==> config.mk <==
export PLATFORM = sky130hd
export DESIGN_NAME = multipath_channel_flat
export DESIGN_NICKNAME = d
export VERILOG_FILES = /design/src/rtl/multipath_channel_if.sv /design/src/rtl/multipath_channel.sv /design/src/flat_wrapper.sv
export SDC_FILE = /design/constraint.sdc
export NUM_CORES = 1
export LEC_CHECK = 0
export ABC_AREA = 1
export CAP_MARGIN = 20
export CORE_MARGIN = 4
export CORE_UTILIZATION = 43
export CTS_CLUSTER_SIZE = 40
export DETAILED_ROUTE_END_ITERATION = 6
export PLACE_DENSITY = 0.58
export SYNTH_ARGS = -nofsm -noshare
export SYNTH_HDL_FRONTEND = slang
export SYNTH_SLANG_ARGS = --single-unit
==> constraint.sdc <==
create_clock -name clk -period 8.5 [get_ports clk]
set_clock_uncertainty 0.05 [all_clocks]
set_input_delay 1.275 -clock clk [delete_from_list [all_inputs] [get_ports clk]]
set_output_delay 1.275 -clock clk [all_outputs]
set_load 0.05 [all_outputs]
==> src/rtl/multipath_channel_if.sv <==
// Sample-stream bus of the multipath channel model: sample enable, input sample
// and the registered channel output.
interface multipath_channel_if #(
    parameter int DW = 18,
    parameter int OW = 28
);
    logic                 en;
    logic signed [DW-1:0] Din;
    logic signed [OW-1:0] OUT;

    modport master (output en, Din, input OUT);
    modport slave  (input en, Din, output OUT);
endinterface

==> src/rtl/multipath_channel.sv <==
// Four-path multipath channel: y[n] = G0*x[n] + G1*x[n-D1] + G2*x[n-D2] + G3*x[n-D3],
// full-precision products summed exactly into a registered OW-bit output.
module multipath_channel #(
    parameter int DW = 18,
    parameter int GW = 8,
    parameter int OW = 28,
    parameter int D1 = 2,
    parameter int D2 = 5,
    parameter int D3 = 9,
    parameter int G0 = 127,
    parameter int G1 = -64,
    parameter int G2 = 32,
    parameter int G3 = 16
) (
    input  logic               clk,
    input  logic               rst,
    multipath_channel_if.slave bus
);
    localparam int PW = DW + GW;

    localparam logic signed [GW-1:0] G0_V = GW'(G0);
    localparam logic signed [GW-1:0] G1_V = GW'(G1);
    localparam logic signed [GW-1:0] G2_V = GW'(G2);
    localparam logic signed [GW-1:0] G3_V = GW'(G3);

    // Signed DW x GW product at full precision, sign-extended to the output width.
    function automatic logic signed [OW-1:0] tap(input logic signed [DW-1:0] x,
                                                 input logic signed [GW-1:0] g);
        logic signed [PW-1:0] xe;
        logic signed [PW-1:0] ge;
        logic signed [PW-1:0] p;
        xe = PW'(x);
        ge = PW'(g);
        p  = xe * ge;
        return OW'(p);
    endfunction

    logic signed [DW-1:0] dly_q [1:D3];
    logic signed [DW-1:0] dly_d [1:D3];
    logic signed [OW-1:0] out_q;
    logic signed [OW-1:0] out_d;

    always_comb begin
        // NOTE: every always_comb output gets a default first so no path leaves it unassigned (no latch).
        dly_d = dly_q;
        out_d = out_q;
        if (bus.en) begin
            dly_d[1] = bus.Din;
            for (int k = 2; k <= D3; k++) begin
                dly_d[k] = dly_q[k-1];
            end
            // Taps read the pre-shift registers, so dly_q[k] is x[n-k] here.
            out_d = tap(bus.Din,   G0_V) + tap(dly_q[D1], G1_V)
                  + tap(dly_q[D2], G2_V) + tap(dly_q[D3], G3_V);
        end
    end

    always_ff @(posedge clk or negedge rst) begin
        if (!rst) begin
            // NOTE: the delay line is reset on purpose; a mid-stream reset must discard all echo history.
            for (int k = 1; k <= D3; k++) begin
                dly_q[k] <= '0;
            end
            out_q <= '0;
        end else begin
            // NOTE: non-blocking assignments so every flop samples pre-edge values.
            dly_q <= dly_d;
            out_q <= out_d;
        end
    end

    assign bus.OUT = out_q;

endmodule

==> src/flat_wrapper.sv <==
// flat-port wrapper written by rule: the top's interface ports become plain ports
module multipath_channel_flat 
#(
    parameter int DW = 18,
    parameter int GW = 8,
    parameter int OW = 28,
    parameter int D1 = 2,
    parameter int D2 = 5,
    parameter int D3 = 9,
    parameter int G0 = 127,
    parameter int G1 = -64,
    parameter int G2 = 32,
    parameter int G3 = 16
)
  (clk, rst, bus_en, bus_Din, bus_OUT);
  multipath_channel_if #(.DW(DW), .OW(OW)) bus_i ();
  input  logic clk;
  input  logic rst;
  input wire logic [$bits(bus_i.en)-1:0] bus_en;
  input wire logic [$bits(bus_i.Din)-1:0] bus_Din;
  output wire logic [$bits(bus_i.OUT)-1:0] bus_OUT;
  assign bus_i.en = bus_en;
  assign bus_i.Din = bus_Din;
  assign bus_OUT = bus_i.OUT;
  multipath_channel #(.DW(DW), .GW(GW), .OW(OW), .D1(D1), .D2(D2), .D3(D3), .G0(G0), .G1(G1), .G2(G2), .G3(G3)) u_core (.clk(clk), .rst(rst), .bus(bus_i));
endmodule
### After elaboration in Yosys (flattened, before gate mapping)

Index checks and enable logic that the tools add are counted.

* multipliers: 1
* add/sub/neg operators: 4

Operators by type and width (count)
* $add A27 B23 Y28: 1
* $add A28 B22 Y28: 1
* $add A26 B26 Y27: 1
* $mul A18 B8 Y26 const B: 1
* $neg A18 Y20: 1

* output and inout port bits: 28
* logic and storage cells: 15
* input bits: 21
* bits in registers: 190

### Longest topological paths before layout

Gate-level depths: netlist (run 1).

* depth after elaboration: 4
* mapped depth: 29
* gate-level depth less buffers: 29

### Worst setup path after synthesis (run 1)

OpenSTA, ideal clock, no wires.

* path kind: input to register
* start point: input port bus_Din[13]
* end point: register u_core.out_q[21] (netlist: u_core.bus.OUT[21])
* cell stages on the path: 18
* slack: 3.122 ns
* arrival time: 5.210 ns
* buffers on the path: 0
* data required time: 8.332 ns
* setup time: 0.118 ns
* cell sequence: inv_1 -> fa_1 -> fa_1 -> inv_1 -> fa_1 -> fa_1 -> inv_1 -> fa_1 -> inv_1 -> ha_1 -> nand2_1 -> inv_1 -> a21oi_1 -> nor2_1 -> nor2_1 -> nand3b_1 -> nand3_1 -> nand2_1

* cells in the longest elaborated chain, start to end: 4

Ends and longest elaborated chain
* from (decl): line flat_wrapper.sv:20 `input wire logic [$bits(bus_i.Din)-1:0] bus_Din;`
* $mul A18 B8 Y26: line multipath_channel.sv:34 `p = xe * ge;`
* $add A26 B26 Y27: line multipath_channel.sv:53 `out_d = tap(bus.Din, G0_V) + tap(dly_q[D1], G1_V)`
* $add A27 B23 Y28: line multipath_channel.sv:54 `+ tap(dly_q[D2], G2_V) + tap(dly_q[D3], G3_V);`
* $add A28 B22 Y28: line multipath_channel.sv:54
* to (signal assigned): line multipath_channel.sv:68 `out_q <= out_d;`
* to (decl): line multipath_channel.sv:40 `logic signed [OW-1:0] out_q;`

Every way passes these cells.
A chain may end at the register's enable or synchronous reset.

### Final worst setup path (run 1)

* start point: input port bus_Din[17]
* end point: register u_core.out_q[22] (netlist: u_core.bus.OUT[22])

The elaborated chain is that of the path after synthesis.

==> impl_metrics.json, run 1 <==
{
  "synth-xor-area-share_pct": 1.74,
  "fin_area_sq_um": 14500,
  "via_per_inst": 4.62,
  "synthCells": 1521,
  "syn_nets": 1741,
  "hold_buffers": 0,
  "postRouteAntennaNets": 0,
  "core_area_sq_um": 29800,
  "grt_pass1_vias": 9558,
  "max_freq_mhz": 161,
  "placed_cells": 1922,
  "setup_violations": 0,
  "core.rowCount": 63,
  "io_pins": 49,
  "vias": 9028,
  "ys_types": 32,
  "diodes": 0,
  "synth_top_area_share_pct": 36.1,
  "wl_per_cell_um": 14.3,
  "synth.area.mux_share_pct": 0,
  "dieArea_sq_um": 33300,
  "clockBufferDepth": 2,
  "cts_tree": "done",
  "cts_resized": 0,
  "clkSlewWorstSetupHoldPaths_ps": 80,
  "ys_ff_latch": 189,
  "async_flop_share_pct": 100,
  "status": "finished clean",
  "synth_edf_count": 0,
  "crit_path_end_kind": "flop",
  "synth_top_family_by_area": "adder cells",
  "cp-start-kind": "input port",
  "synth-main-ff-cell": "dfrtp_1",
  "initial_core_util_pct": 43.9,
  "cts_made_buffers": 17,
  "setup_tns_ps": 0,
  "synth_area_per_cell_sq_um": 8.60,
  "antenna_found_initial": 0,
  "critPathRequiredTime_ps": 8790,
  "hold_viol": 0,
  "cts_htree_levels": 4,
  "worst_pin_slew_ps": 962,
  "die_y_um": 182,
  "clock_latency_ps": 440,
  "synthTopCellsByCount": "inv_1, nand2_1, dfrtp_1, o21ai_0, fa_1",
  "grt_use_total_pct": 18.3,
  "portBuffers": 48,
  "arrival_ps": 6500,
  "areaGrowthSynthToFinish_pct": 11.1,
  "max_slew_margin_pct": 35.9,
  "path_class": "in -> reg",
  "routed_wl_um": 28000,
  "place_area_sq_um": 13900,
  "maxSlewViolCount": 0,
  "place_hpwl_um": 21600,
  "synth.area.top_cells": "dfrtp_1, fa_1, inv_1",
  "synth-compound-area-share_pct": 7.19,
  "fill_cells": 2913,
  "syn_area_sq_um": 13100,
  "grt_pass1_wl_um": 48300,
  "finalCriticalPeriod_ps": 6210,
  "gp_congestion": 0.854,
  "rsz0062_at_grt": "false",
  "min_period_over_period_pct": 73.0,
  "yosys.area.top_type": "dfrtp_1",
  "dr.first_iter.drc_count": 629,
  "die_x_um": 182,
  "yosysWarnings": 0,
  "yosysSeqAreaShare_pct": 36.1,
  "final_cells": 1954,
  "grt_max_degree": 99,
  "cts_setup_buffers": 0,
  "clock_sinks": 189,
  "yosysMostFrequentCell": "inv_1",
  "max_cap_violations": 0,
  "drc_errors": 0,
  "path_max_fanout": 11,
  "synthAdderAreaFrac_pct": 27.1,
  "synth-simple-area-share_pct": 14.9,
  "dr.pass1.iters": 5,
  "gr-total-overflow": 0,
  "layout.nets": 1771,
  "timing.hold.ws_ps": 422,
  "hold_class": "reg -> reg",
  "drive_gt1_share_pct": 3.64,
  "clockRootBuffer": "clkbuf_16"
}
-- cell type report --
class                   instances  area (sq um)  share of cell area [%]
inverters                     402          1510                    10.4
multi-input cells             888          6670                    45.9
repair buffers                 53           523                    3.60
well taps                     390           488                    3.36
flip-flops and latches        189          4730                    32.5
clock buffers                  17           425                    2.93
clock inverters                15           188                    1.29
-- final timing paths --
path,start,to,slack (ps),depth (start not counted)
min reg2reg,u_core.bus.OUT[1],u_core.bus.OUT[1],420,2
min in group asynchronous,rst,u_core.dly_q[37],750,1
max in group asynchronous,rst,u_core.dly_q[135],6340,2
max reg2reg,u_core.dly_q[126],u_core.bus.OUT[22],2620,24
max,bus_Din[17],u_core.bus.OUT[22],2290,19
min,u_core.bus.OUT[1],u_core.bus.OUT[1],420,2
-- cell families (layout without fill, tap and decap cells) --
kind of cell    after synthesis  after routing
simple gates                476            476
buf+inv                     444            487
fa+ha+maj                   199            199
flops                       189            189
compound gates              187            187
xor+xnor                     26             26
-- critical path, cell delays in order --
cell and delay (ps):
clkdlybuf4s50_1 830, inv_1 260, fa_1 560, inv_1 50, fa_1 540, fa_1 460
fa_1 550, inv_1 50, fa_1 530, inv_1 40, ha_1 350, nand2_1 160
inv_1 50, a21oi_1 260, nor2_1 70, nor2_1 190, nand3_1 110, nand3_1 100
nand2_1 50
-- metal layers --
metal  up-vias  GRT usage, %  wire length (um)
li1       4539             -                 -
met3        29          3.05               748
met4         0          4.71               572
met5         -             0                 0
met2       106          32.1             14100
met1      4354          23.6             12600
-- sequential cells by signal (all words and copies together) (netlist names) --
name	cells
u_core.dly_q	161
u_core.bus.OUT	28
-- stage by stage --
stage | setup WS [ps] | utilization [%]
after floorplan | 3120 | -
after global placement | 1920 | 46.7
after detailed placement | 1870 | 46.7
after CTS | 2330 | 48.8
after global routing | 1950 | 48.8
final | 2290 | 48.8
-- placed cells by master (no fill, tap or decap), types with 3 or more instances in the layout --
cell             synthesis  final
a21oi_1                 13     13
buf_4                    1      5
clkbuf_16                0     17
clkdlybuf4s50_1          0     46
clkinv_8                 0      3
dfrtp_1                189    189
fa_1                   141    141
ha_1                    58     58
inv_1                  400    399
inv_6                    0      3
inv_8                    0      6
nand2_1                372    372
nand2_2                  3      3
nand3_1                 38     38
nand3_2                  3      3
nand3b_1                 6      6
nand4_1                  6      6
nor2_1                  33     33
nor2_2                   4      4
nor3_1                   3      3
o21ai_0                170    170
xnor2_1                  8      8
xor2_1                  18     18
Power of run 1 is not shown: default switching activity piles up to over one toggle a cycle in this logic, so the estimate is an artifact.
==> run 2: changes to the inputs <==
==> constraint.sdc (replaced) <==
create_clock -name clk -period 5.79 [get_ports clk]
set_clock_uncertainty 0.05 [all_clocks]
set_input_delay 0.8685 -clock clk [delete_from_list [all_inputs] [get_ports clk]]
set_output_delay 0.8685 -clock clk [all_outputs]
set_load 0.05 [all_outputs]
==> run 2 against run 1 <==
Routed wire length down 1.5%. First-iteration DRC count decreased by 27%. Die area stayed put. Register-to-register slack lost 2300 ps. Cell count rose by 2.7%. Critical endpoint is now u_core.bus.OUT[15].
==> impl_metrics.json, run 2 (synthesis gave the netlist of run 1 again) <==
{
  "status": "finished clean",
  "dieArea_sq_um": 33300,
  "clockRootBuffer": "clkbuf_16",
  "setup_tns_ps": 0,
  "hold_buffers": 0,
  "grt_pass1_wl_um": 47500,
  "portBuffers": 48,
  "finalCriticalPeriod_ps": 5500,
  "die_x_um": 182,
  "clock_latency_ps": 450,
  "max_slew_margin_pct": 29.9,
  "initial_core_util_pct": 43.9,
  "gr-total-overflow": 0,
  "worst_pin_slew_ps": 1050,
  "cp-start-kind": "flop",
  "vias": 9195,
  "cts_made_buffers": 17,
  "die_y_um": 182,
  "postRouteAntennaNets": 0,
  "crit_path_end_kind": "flop",
  "path_max_fanout": 4,
  "final_cells": 2006,
  "grt_use_total_pct": 17.8,
  "io_pins": 49,
  "clockBufferDepth": 2,
  "cts_tree": "done",
  "fin_area_sq_um": 15000,
  "setup_violations": 0,
  "hold_class": "in -> async",
  "core_area_sq_um": 29800,
  "gp_congestion": 0.851,
  "final_cell_mix": "inv_1, nand2_1, dfrtp_1",
  "routed_wl_um": 27600,
  "drc_errors": 0,
  "dr.pass1.iters": 5,
  "min_period_over_period_pct": 94.9,
  "cts_htree_levels": 4,
  "max_freq_mhz": 182,
  "layout_commonest_cell": "inv_1",
  "arrival_ps": 5790,
  "via_per_inst": 4.58,
  "core.rowCount": 63,
  "diodes": 0,
  "critPathRequiredTime_ps": 6080,
  "layout.nets": 1823,
  "drive_gt1_share_pct": 7.92,
  "path_class": "reg -> reg",
  "place_hpwl_um": 20900,
  "reg2reg_slack_ps": 290,
  "hold_viol": 0,
  "wl_per_cell_um": 13.7,
  "place_area_sq_um": 14300,
  "placed_cells": 1971,
  "dr.first_iter.drc_count": 459,
  "areaGrowthSynthToFinish_pct": 14.6,
  "grt_max_degree": 113,
  "maxSlewViolCount": 0,
  "clock_sinks": 189,
  "largest_register_ffs": 161,
  "clkSlewWorstSetupHoldPaths_ps": 80,
  "final_util_pct": 50.3,
  "max_cap_violations": 0,
  "antenna_found_initial": 0,
  "regMostFlops": "u_core.dly_q",
  "grt_pass1_vias": 9618
}
## run 2: area by class of cell
cell class	count	area [sq um]
fill	2946	14800
sequential	189	4730
clock buffer	17	425
timing repair buffer	105	926
inverter	402	1510
tap	390	488
multi-input combinational	888	6750
clock inverter	15	171
## run 2: stage by stage
stage	worst slack (ps)	hold slack, ps
6_report	294	386
5_1_grt	-2.82	448
4_1_cts	163	424
3_5_place_dp	-120	409
3_3_place_gp	-102	406
2_1_floorplan	649	392
## run 2: what timing repair did
item / CTS / global route
gates resized for setup: 0 / 20
buffers inserted: 0 / 3
setup endpoints to repair: 0 / 12
## run 2: worst max-delay path, stage by stage (launching register included)
cell and delay (ps):
dfrtp_1 420, inv_2 90, nand3_2 90, nor2_2 100, nand2_2 90, nor3_4 270
buf_4 170, xor2_1 190, fa_1 440, inv_1 90, fa_1 440, fa_1 470
fa_1 540, inv_1 60, fa_1 530, inv_1 40, ha_1 350, nand2_2 120
inv_1 50, nand2_1 60, nand2_1 90, inv_1 80, nand3_2 120, or2_2 290
nand3_1 90, nand2_1 60
## run 2: worst paths after layout
kind | endpoint | cells after the start | start
worst max-delay path | u_core.bus.OUT[15] | 25 | u_core.dly_q[128]
worst min-delay path | u_core.dly_q[19] | 1 | rst
worst max register to register | u_core.bus.OUT[15] | 25 | u_core.dly_q[128]
worst min register to register | u_core.dly_q[80] | 2 | u_core.dly_q[98]
max in group asynchronous | u_core.dly_q[155] | 2 | rst
min in group clk | u_core.dly_q[80] | 2 | u_core.dly_q[98]
## run 2: layer usage
layer	GRT usage [%]	vias to the layer above	part of all wire, %
met5	0	-	0
met4	4.26	0	1.4
met3	2.95	26	2.6
met2	31.8	93	51
met1	22.7	4435	45
li1	-	4641	-
Power of run 2 is left out for the same reason.
==> run 3: changes to the inputs <==
--- a/config.mk
+++ b/config.mk
@@ -11,7 +11,8 @@
 export CORE_UTILIZATION = 43
 export CTS_CLUSTER_SIZE = 40
 export DETAILED_ROUTE_END_ITERATION = 6
-export PLACE_DENSITY = 0.58
+export GPL_ROUTABILITY_DRIVEN = 0
+export PLACE_DENSITY_LB_ADDON = 0.08
 export SYNTH_ARGS = -nofsm -noshare
 export SYNTH_HDL_FRONTEND = slang
 export SYNTH_SLANG_ARGS = --single-unit
==> run 3 against run 2 <==
Die area is the same. Clock-buffer cell count grew 2. Design area grew 0.31%. First-iteration DRC count shrank 4.8%. Flip-flop and latch count is the same. Non-clock buffer count grew 1. Worst hold slack gained 17 ps. Via count grew 1.0%. Fmax grew 0.98%. Critical endpoint is now u_core.bus.OUT[26].
==> impl_metrics.json, run 3 (synthesis gave the netlist of run 1 again) <==
{
  "finalCriticalPeriod_ps": 5440,
  "worst_pin_slew_ps": 931,
  "grt_use_total_pct": 18.2,
  "core_area_sq_um": 29800,
  "maxSlewViolCount": 0,
  "routed_wl_um": 27800,
  "layout_commonest_cell": "inv_1",
  "reg2reg_slack_ps": 350,
  "drive_gt1_share_pct": 7.98,
  "portBuffers": 48,
  "die_y_um": 182,
  "clockBufferDepth": 2,
  "max_freq_mhz": 184,
  "largest_register_ffs": 161,
  "final_cell_mix": "inv_1, nand2_1, dfrtp_1",
  "max_slew_margin_pct": 37.9,
  "dr.first_iter.drc_count": 437,
  "hold_class": "in -> async",
  "clock_latency_ps": 450,
  "wl_per_cell_um": 13.9,
  "crit_path_end_kind": "flop",
  "diodes": 0,
  "critPathSlowestCell": "fa_1",
  "gr-total-overflow": 0,
  "grt_max_degree": 141,
  "layout.nets": 1824,
  "regMostFlops": "u_core.dly_q",
  "arrival_ps": 5730,
  "path_max_fanout": 4,
  "die_x_um": 182,
  "dr.pass1.iters": 4,
  "place_hpwl_um": 20800,
  "antenna_found_initial": 0,
  "max_cap_violations": 0,
  "min_period_over_period_pct": 94.0,
  "fin_area_sq_um": 15000,
  "cts_tree": "done",
  "cts_htree_levels": 4,
  "placed_cells": 1967,
  "via_per_inst": 4.63,
  "place_area_sq_um": 14300,
  "rr_worst_depth": 26,
  "worst_slack_ps": 347,
  "dieArea_sq_um": 33300,
  "crit_family": "adder cells",
  "place_ws_ps": -98.9,
  "hold_viol": 0,
  "final_util_pct": 50.5,
  "setup_violations": 0,
  "cts_made_buffers": 17,
  "grt_pass1_vias": 9746,
  "initial_core_util_pct": 43.9,
  "r2r_end": "u_core.bus.OUT[26]",
  "grt_pass1_wl_um": 48600,
  "status": "finished clean",
  "io_pins": 49,
  "drc_errors": 0,
  "clock_sinks": 189,
  "vias": 9289,
  "postRouteAntennaNets": 0,
  "critPathRequiredTime_ps": 6070,
  "clkSlewWorstSetupHoldPaths_ps": 70,
  "cp-start-kind": "flop",
  "clockRootBuffer": "clkbuf_16",
  "final_cells": 2007,
  "crit_buf_inv": 4,
  "cpPeakStageDelay_ps": 540,
  "fill_cells": 2914,
  "areaGrowthSynthToFinish_pct": 15.0,
  "path_class": "reg -> reg",
  "r2r_start": "u_core.dly_q[126]",
  "core.rowCount": 63
}
[run 3: layer usage]
metal	part of all wire [%]	up-vias	GRT usage [%]
met4	1.9	0	4.92
met5	0	-	0
met1	45	4534	23.7
met2	50	90	31.9
met3	2.5	30	2.51
li1	-	4635	-
[run 3: worst max-delay path by stage]
stage / start / slack [ps] / to / cells past startpoint
2_1_floorplan: u_core.dly_q[126] / 650 / u_core.bus.OUT[21] / 25
5_1_grt: u_core.dly_q[126] / -10 / u_core.bus.OUT[25] / 25
4_1_cts: u_core.dly_q[126] / 100 / u_core.bus.OUT[25] / 26
3_5_place_dp: bus_Din[12] / -100 / u_core.bus.OUT[21] / 19
6_report: u_core.dly_q[126] / 350 / u_core.bus.OUT[26] / 26
3_3_place_gp: bus_Din[9] / -120 / u_core.bus.OUT[20] / 20
[run 3: worst register-to-register path: cells and delay by family, from the launching register on]
kind          cells  cell delay, ps
buf+inv           4             260
fa+ha+maj         7            3030
flops             1             400
xor+xnor          1             160
simple gates     14            1460
[run 3: cell type report]
class	instances	area [sq um]	share of cell area, %
Clock inverter	13	145	0.964
Sequential cell	189	4730	31.4
Clock buffer	19	453	3.01
Tap cell	390	488	3.24
Timing Repair Buffer	106	953	6.34
Multi-Input combinational cell	888	6770	45.0
Inverter	402	1510	10.0
[run 3: what timing repair did]
item	in CTS	in global routing
setup endpoints to repair	0	12
resized for setup	0	21
hold buffers	0	0
setup buffers	0	7
[run 3: stage by stage]
stage               hold WS, ps  setup TNS (ps)
floorplan                   392               0
global placement            404            -578
detailed placement          409            -560
CTS                         428               0
global route                447           -9.83
finish                      403               0
Power of run 3 is left out for the same reason.
